File: src/rtl/time_set_sequencer.sv
// time_set_sequencer: converts debounced set buttons into single-cycle counter commands
// while the timer is in its edit state. One button owns the counter at a time; a held
// owner auto-repeats after HOLD_CYCLES, then every SLOW_CYCLES.
// Optional macro ACCEL_EN: after FAST_AFTER repeat pulses the spacing drops to FAST_CYCLES
// and fast_mode is raised. Without it, REPEAT stays at SLOW_CYCLES and fast_mode is 0.
module time_set_sequencer #(
  parameter int unsigned HOLD_CYCLES = 25000000,
  parameter int unsigned SLOW_CYCLES = 12500000,
  parameter int unsigned FAST_CYCLES = 2500000,
  parameter int unsigned FAST_AFTER  = 8
) (
  input  logic CLK_50MHZ,
  input  logic reset,
  input  logic edit_en,
  input  logic sec_req,
  input  logic min_req,
  input  logic clr_req,
  output logic inc_seg,
  output logic inc_min,
  output logic clr_timer,
  output logic busy,
  output logic fast_mode
);

  localparam int unsigned MaxHs     = (HOLD_CYCLES > SLOW_CYCLES) ? HOLD_CYCLES : SLOW_CYCLES;
  localparam int unsigned MaxCycles = (MaxHs > FAST_CYCLES) ? MaxHs : FAST_CYCLES;
  localparam int unsigned TW        = $clog2(MaxCycles) + 1;

  // The timer is cleared on each pulse, so a pulse is due when it reaches CYCLES-1.
  localparam logic [TW-1:0] HoldLast = TW'(HOLD_CYCLES - 1);
  localparam logic [TW-1:0] SlowLast = TW'(SLOW_CYCLES - 1);

  // Zero-length periods would make the timer compare unreachable.
  localparam bit CfgOk = (HOLD_CYCLES > 0) && (SLOW_CYCLES > 0) && (FAST_CYCLES > 0) &&
                         (FAST_AFTER > 0);
  if (!CfgOk) begin : g_cfg_err
    $error("time_set_sequencer: cycle parameters and FAST_AFTER must be non-zero");
  end

  typedef enum logic [1:0] {StIdle, StHold, StRepeat} state_e;
  typedef enum logic {OwnSec, OwnMin} owner_e;

  // Bit order for the request vectors: [2] clear, [1] minutes, [0] seconds.
  logic [2:0] req_now;
  logic [2:0] req_prev_q;
  logic [2:0] edge_q;
  logic       armed_q;

  state_e        state_q, state_d;
  owner_e        owner_q, owner_d;
  logic [TW-1:0] timer_q, timer_d;
  logic [TW-1:0] period_last;
  logic          owner_level;

  logic inc_seg_q, inc_seg_d;
  logic inc_min_q, inc_min_d;
  logic clr_q, clr_d;
  logic busy_q;

`ifdef ACCEL_EN
  localparam int unsigned   RW         = $clog2(FAST_AFTER + 1);
  localparam logic [RW-1:0] FastAfterV = RW'(FAST_AFTER);
  localparam logic [TW-1:0] FastLast   = TW'(FAST_CYCLES - 1);

  logic [RW-1:0] rpt_q, rpt_d;
  logic [RW-1:0] rpt_next;
  logic          fast_q, fast_d;
`endif

  assign req_now = {clr_req, min_req, sec_req};

  // Press detection: registered rising edges. armed_q masks the first sample after reset
  // so a button still held through reset needs a fresh press.
  always_ff @(posedge CLK_50MHZ) begin
    if (reset) begin
      req_prev_q <= '0;
      edge_q     <= '0;
      armed_q    <= 1'b0;
    end else begin
      req_prev_q <= req_now;
      edge_q     <= armed_q ? (req_now & ~req_prev_q) : 3'b000;
      armed_q    <= 1'b1;
    end
  end

  // State, timer and registered outputs.
  always_ff @(posedge CLK_50MHZ) begin
    if (reset) begin
      state_q   <= StIdle;
      owner_q   <= OwnSec;
      timer_q   <= '0;
      inc_seg_q <= 1'b0;
      inc_min_q <= 1'b0;
      clr_q     <= 1'b0;
      busy_q    <= 1'b0;
`ifdef ACCEL_EN
      rpt_q     <= '0;
      fast_q    <= 1'b0;
`endif
    end else begin
      state_q   <= state_d;
      owner_q   <= owner_d;
      timer_q   <= timer_d;
      inc_seg_q <= inc_seg_d;
      inc_min_q <= inc_min_d;
      clr_q     <= clr_d;
      // busy follows the registered state, so it drops the cycle after IDLE is entered.
      busy_q    <= (state_q != StIdle);
`ifdef ACCEL_EN
      rpt_q     <= rpt_d;
      fast_q    <= fast_d;
`endif
    end
  end

  // Next-state logic: button arbitration, hold/repeat timing, release and abort.
  always_comb begin
    state_d   = state_q;
    owner_d   = owner_q;
    timer_d   = timer_q;
    inc_seg_d = 1'b0;
    inc_min_d = 1'b0;
    clr_d     = 1'b0;
`ifdef ACCEL_EN
    rpt_d     = rpt_q;
    fast_d    = fast_q;
    rpt_next  = (rpt_q < FastAfterV) ? rpt_q + 1'b1 : rpt_q;
    period_last = (state_q == StHold) ? HoldLast : (fast_q ? FastLast : SlowLast);
`else
    period_last = (state_q == StHold) ? HoldLast : SlowLast;
`endif
    owner_level = (owner_q == OwnMin) ? min_req : sec_req;

    unique case (state_q)
      StIdle: begin
        timer_d = '0;
`ifdef ACCEL_EN
        rpt_d   = '0;
        fast_d  = 1'b0;
`endif
        if (edit_en) begin
          if (edge_q[2]) begin
            clr_d = 1'b1;
          end else if (edge_q[1]) begin
            // Minutes outranks seconds; a simultaneous seconds edge is dropped.
            inc_min_d = 1'b1;
            owner_d   = OwnMin;
            state_d   = StHold;
          end else if (edge_q[0]) begin
            inc_seg_d = 1'b1;
            owner_d   = OwnSec;
            state_d   = StHold;
          end
        end
      end

      StHold, StRepeat: begin
        if (!edit_en || edge_q[2] || !owner_level) begin
          // Leaving edit, clear abort and release all win over a pulse that is due.
          clr_d   = edit_en && edge_q[2];
          state_d = StIdle;
          timer_d = '0;
`ifdef ACCEL_EN
          rpt_d   = '0;
          fast_d  = 1'b0;
`endif
        end else if (timer_q == period_last) begin
          inc_seg_d = (owner_q == OwnSec);
          inc_min_d = (owner_q == OwnMin);
          timer_d   = '0;
          state_d   = StRepeat;
`ifdef ACCEL_EN
          rpt_d  = (state_q == StHold) ? RW'(1) : rpt_next;
          fast_d = ((state_q == StHold) ? RW'(1) : rpt_next) >= FastAfterV;
`endif
        end else begin
          timer_d = timer_q + 1'b1;
        end
      end

      default: begin
        state_d = StIdle;
        timer_d = '0;
      end
    endcase
  end

  assign inc_seg   = inc_seg_q;
  assign inc_min   = inc_min_q;
  assign clr_timer = clr_q;
  assign busy      = busy_q;
`ifdef ACCEL_EN
  assign fast_mode = fast_q;
`else
  assign fast_mode = 1'b0;
`endif

endmodule

File: config.mk
export PLATFORM = sky130hd
export DESIGN_NAME = time_set_sequencer
export DESIGN_NICKNAME = d
export VERILOG_FILES = /design/src/rtl/time_set_sequencer.sv
export SDC_FILE = /design/constraint.sdc
export NUM_CORES = 1
export LEC_CHECK = 0
export ABC_CLOCK_PERIOD_IN_PS = 4200
export BUFFER_PORTS_ARGS = -buffer_cell sky130_fd_sc_hd__buf_2
export CORE_AREA = 3 3 65 67
export CTS_CLUSTER_DIAMETER = 80
export DETAILED_ROUTE_END_ITERATION = 10
export DIE_AREA = 0 0 68 70
export PLACE_DENSITY_LB_ADDON = 0.05
export SLEW_MARGIN = 20
export SYNTH_ARGS = -nofsm -noshare
export SYNTH_HDL_FRONTEND = slang
export SYNTH_SLANG_ARGS = --single-unit
File: constraint.sdc
create_clock -name CLK_50MHZ -period 4.2 [get_ports CLK_50MHZ]
set_input_delay 0.21 -clock CLK_50MHZ [delete_from_list [all_inputs] [get_ports CLK_50MHZ]]
set_output_delay 0.21 -clock CLK_50MHZ [all_outputs]
set_load 0.01 [all_outputs]
==> run_results.csv <==
group,metric,value,unit
cells_and_area,syn2layout_area_growth,8.93,%
cells_and_area,fin_nets,221,
logic_synthesis,synth_top_cell_by_area,"dfxtp_1",
route,top_layer,"met4",
logic_synthesis,synth.most_common_cell,"dfxtp_1",
route,initialDrtViolationCount,85,
setup_path,worstSetupPathType,"reg2reg",
setup_path,reg2reg_slack,1820,ps
power_and_ir_drop,powerDensity,362,nW/um^2
cells_and_area,layout-drive-gt1-share,0.113,
sta,setup_viol,0,
power_and_ir_drop,ir_worst_vdd,197,uV
power_and_ir_drop,power_frac_clock,0.442,
route,wl_met2,1550,um
setup_path,crit_path_cell_trace,"inv_1 -> ha_1 -> nand2_1 -> or3_4 -> a2111oi_4 -> or3_1 -> nor2_1",
route,wl_per_cell,13.4,um
setup_path,critical_path.max_stage_delay,720,ps
cells_and_area,finish.instance_area,2000,um^2
clocking,cts_setup_buffers,0,
logic_synthesis,synth_seq_cells,40,
logic_synthesis,synth_edf_count,0,
setup_path,startpoint_type,"flop",
clocking,clk_pin_slew,80,ps
hold_path,hp-class,"in2reg",
route,antenna_left,0,
floorplanning,io_pins,11,
power_and_ir_drop,p_int,0.570,mW
floorplanning,die_h,70,um
sta,fin_crit,2380,ps
global_routing,grt_pass1_vias,1329,
clocking,cts-root-buf,"clkbuf_8",
clocking,ctsResizeCount,0,
clocking,cts_tree,"yes",
sta,rsz0062_at_grt,"no",
place,io_buffers,9,
setup_path,arrival,2530,ps
clocking,clock_path_buffers,2,
logic_synthesis,syn_nets,211,
sta,max_slew_margin,0.429,
logic_synthesis,synth_flop_cell,"dfxtp_1",
logic_synthesis,syn_inst,201,
global_routing,grt_pass1_wl,6080,um
logic_synthesis,syn-mean-instance-area,9.13,um^2
setup_path,ff2ff_path_depth,7,
route,routed_wl,3490,um
global_routing,grt_max_degree,27,
route,vias_per_cell,5.33,
logic_synthesis,synth_seq_area_share,0.436,
logic_synthesis,synth_top_area_share,0.436,
logic_synthesis,synth_area,1840,um^2
power_and_ir_drop,seq_power_share,0.533,
floorplanning,core_area,3690,um^2
logic_synthesis,ys_warn_count,0,
clocking,cts_buffers,5,
route,first_pass_iters,4,
setup_path,crit_fanout,26,
power_and_ir_drop,p_comb_frac,0.025,
clocking,cts_sinks,40,
route,route.met3.wl,116,um
logic_synthesis,yosys.area_share.simple,0.318,
global_routing,grtUsageTotal,0.163,
floorplanning,fp.dieW,68,um
sta,post-route-period-util,0.566,
sta,fin_tns_setup,0,ps
sta,worst_pin_slew,857,ps
cells_and_area,n_antenna_cell,0,
setup_path,crit_slowest_cell,"or3_1",
place,dpl-instance-area,1880,um^2
logic_synthesis,synthArstFlopShare,0,
place,gp_congestion,0.876,
logic_synthesis,synth_compound_area_frac,0.0545,
power_and_ir_drop,power_switching,0.154,mW
clocking,hold_buffers,0,
clocking,htreeDepth,2,
sta,final_hold_viol_count,0,
cells_and_area,finalNonFillerCells,260,
place,place_hpwl,2530,um
route,wl_met1,1810,um
global_routing,gr-total-overflow,0,
hold_path,worstHoldPathCells,2,
logic_synthesis,synth_xor_area_frac,0.115,
power_and_ir_drop,power.leakage,0.696,nW
route,vias,1386,
run_status,status,"complete, no violations",
logic_synthesis,synth_mux_area_frac,0.00613,
logic_synthesis,ys_top_cells_by_area,"dfxtp_1 44%, xor2_1 8.1%, nor2_1 7.2%",
sta,post-route-worst-setup-slack,1820,ps
sta,finalClockSkew,2.98,ps
setup_path,worstPathRequired,4350,ps
power_and_ir_drop,power.share.switching,0.212,
sta,slew_viol_final,0,
logic_synthesis,synth.distinct_cells,40,
floorplanning,initial_core_util,0.498,
sta,fmax,0.421,GHz
job,drv_cap,0,
place,dp_slack,1810,ps
global_routing,antenna_found_initial,0,
cells_and_area,fin_util,0.542,
setup_path,critPathCaptureType,"flop",
floorplanning,dieArea,4760,um^2
place,dp_cells,252,
route,drc_errors,0,
clocking,clk_latency,290,ps
logic_synthesis,synth_top_family_by_area,"simple AND/OR/NAND/NOR gates",
floorplanning,rows,22,
logic_synthesis,synth_commonest_cells,"40 x dfxtp_1, 35 x nor2_1, 17 x xor2_1",
logic_synthesis,yosys.area_share.adder,0.0273,
==> cell usage in the layout, fill, tap and decap left out, drive strengths merged, types with 3 or more instances in the layout <==
cell	instances
and3	5
nand4	8
nand2	15
ha	4
or3	3
clkbuf	5
and4	5
nand3	16
nor2	35
inv	6
and3b	4
and2	3
nand4b	3
nor2b	5
xnor2	7
dfxtp	40
buf	9
xor2	17
==> flip-flops by register name, summed over array words and instances, names as in the netlist <==
name and cells:
busy 1, clr_timer 1, inc_seg 1, edge_q 3, inc_min 1, req_prev_q 3, state_q 2, armed_q 1
owner_q 1, timer_q 26
==> final timing paths <==
path | from | endpoint
worst max-delay path | state_q[1] | timer_q[18]
worst max register to register | state_q[1] | timer_q[18]
worst min-delay path | clr_req | req_prev_q[2]
worst min register to register | timer_q[0] | timer_q[0]
==> cell families (layout without fill, tap and decap cells) <==
group | count (synthesis) | in the layout
and+or+nand+nor | 109 | 109
DFF | 40 | 40
xor gates and xnor gates | 24 | 24
AOI/OAI and AO/OA | 11 | 11
buffers and inverters | 11 | 22
adders and majority gates | 4 | 4
other | 1 | 1
muxes | 1 | 1
==> final cells by class <==
cell class | count | area, um^2
flip-flops and latches | 40 | 801
well taps | 48 | 60.1
fillers | 352 | 1690
repair buffers | 9 | 45.0
clock inverters | 3 | 46.3
inverters | 5 | 18.8
multi-input cells | 150 | 960
clock buffers | 5 | 68.8
==> stage by stage <==
stage / power [mW] / hold WS [ps]
floorplan: 0.408 / 365
global placement: 0.412 / 447
detailed placement: 0.413 / 454
CTS: 0.731 / 157
global route: 0.754 / 156
finish: 0.724 / 163
==> worst max-delay path: cells and delay by family (launching register included) <==
family | cells | cell delay (ps)
and+or+nand+nor | 4 | 1260
DFF | 1 | 330
buffers and inverters | 1 | 100
AOI/OAI and AO/OA | 1 | 310
adders and majority gates | 1 | 220
==> power by group through the flow <==
stage               registers (mW)  logic [mW]  clock network, mW
floorplan                    0.394      0.0133                  0
global placement             0.394      0.0179                  0
detailed placement           0.395      0.0179                  0
CTS                          0.386      0.0182              0.328
global route                 0.386      0.0204              0.347
finish                       0.386      0.0182              0.320
==> metal layers <==
layer  up-vias  track usage
met5         -            0
met4         0       0.0464
met3         2       0.0579
met2        17        0.237
met1       661        0.226
li1        706            -
No activity file was read; power rests on OpenSTA's default activity.
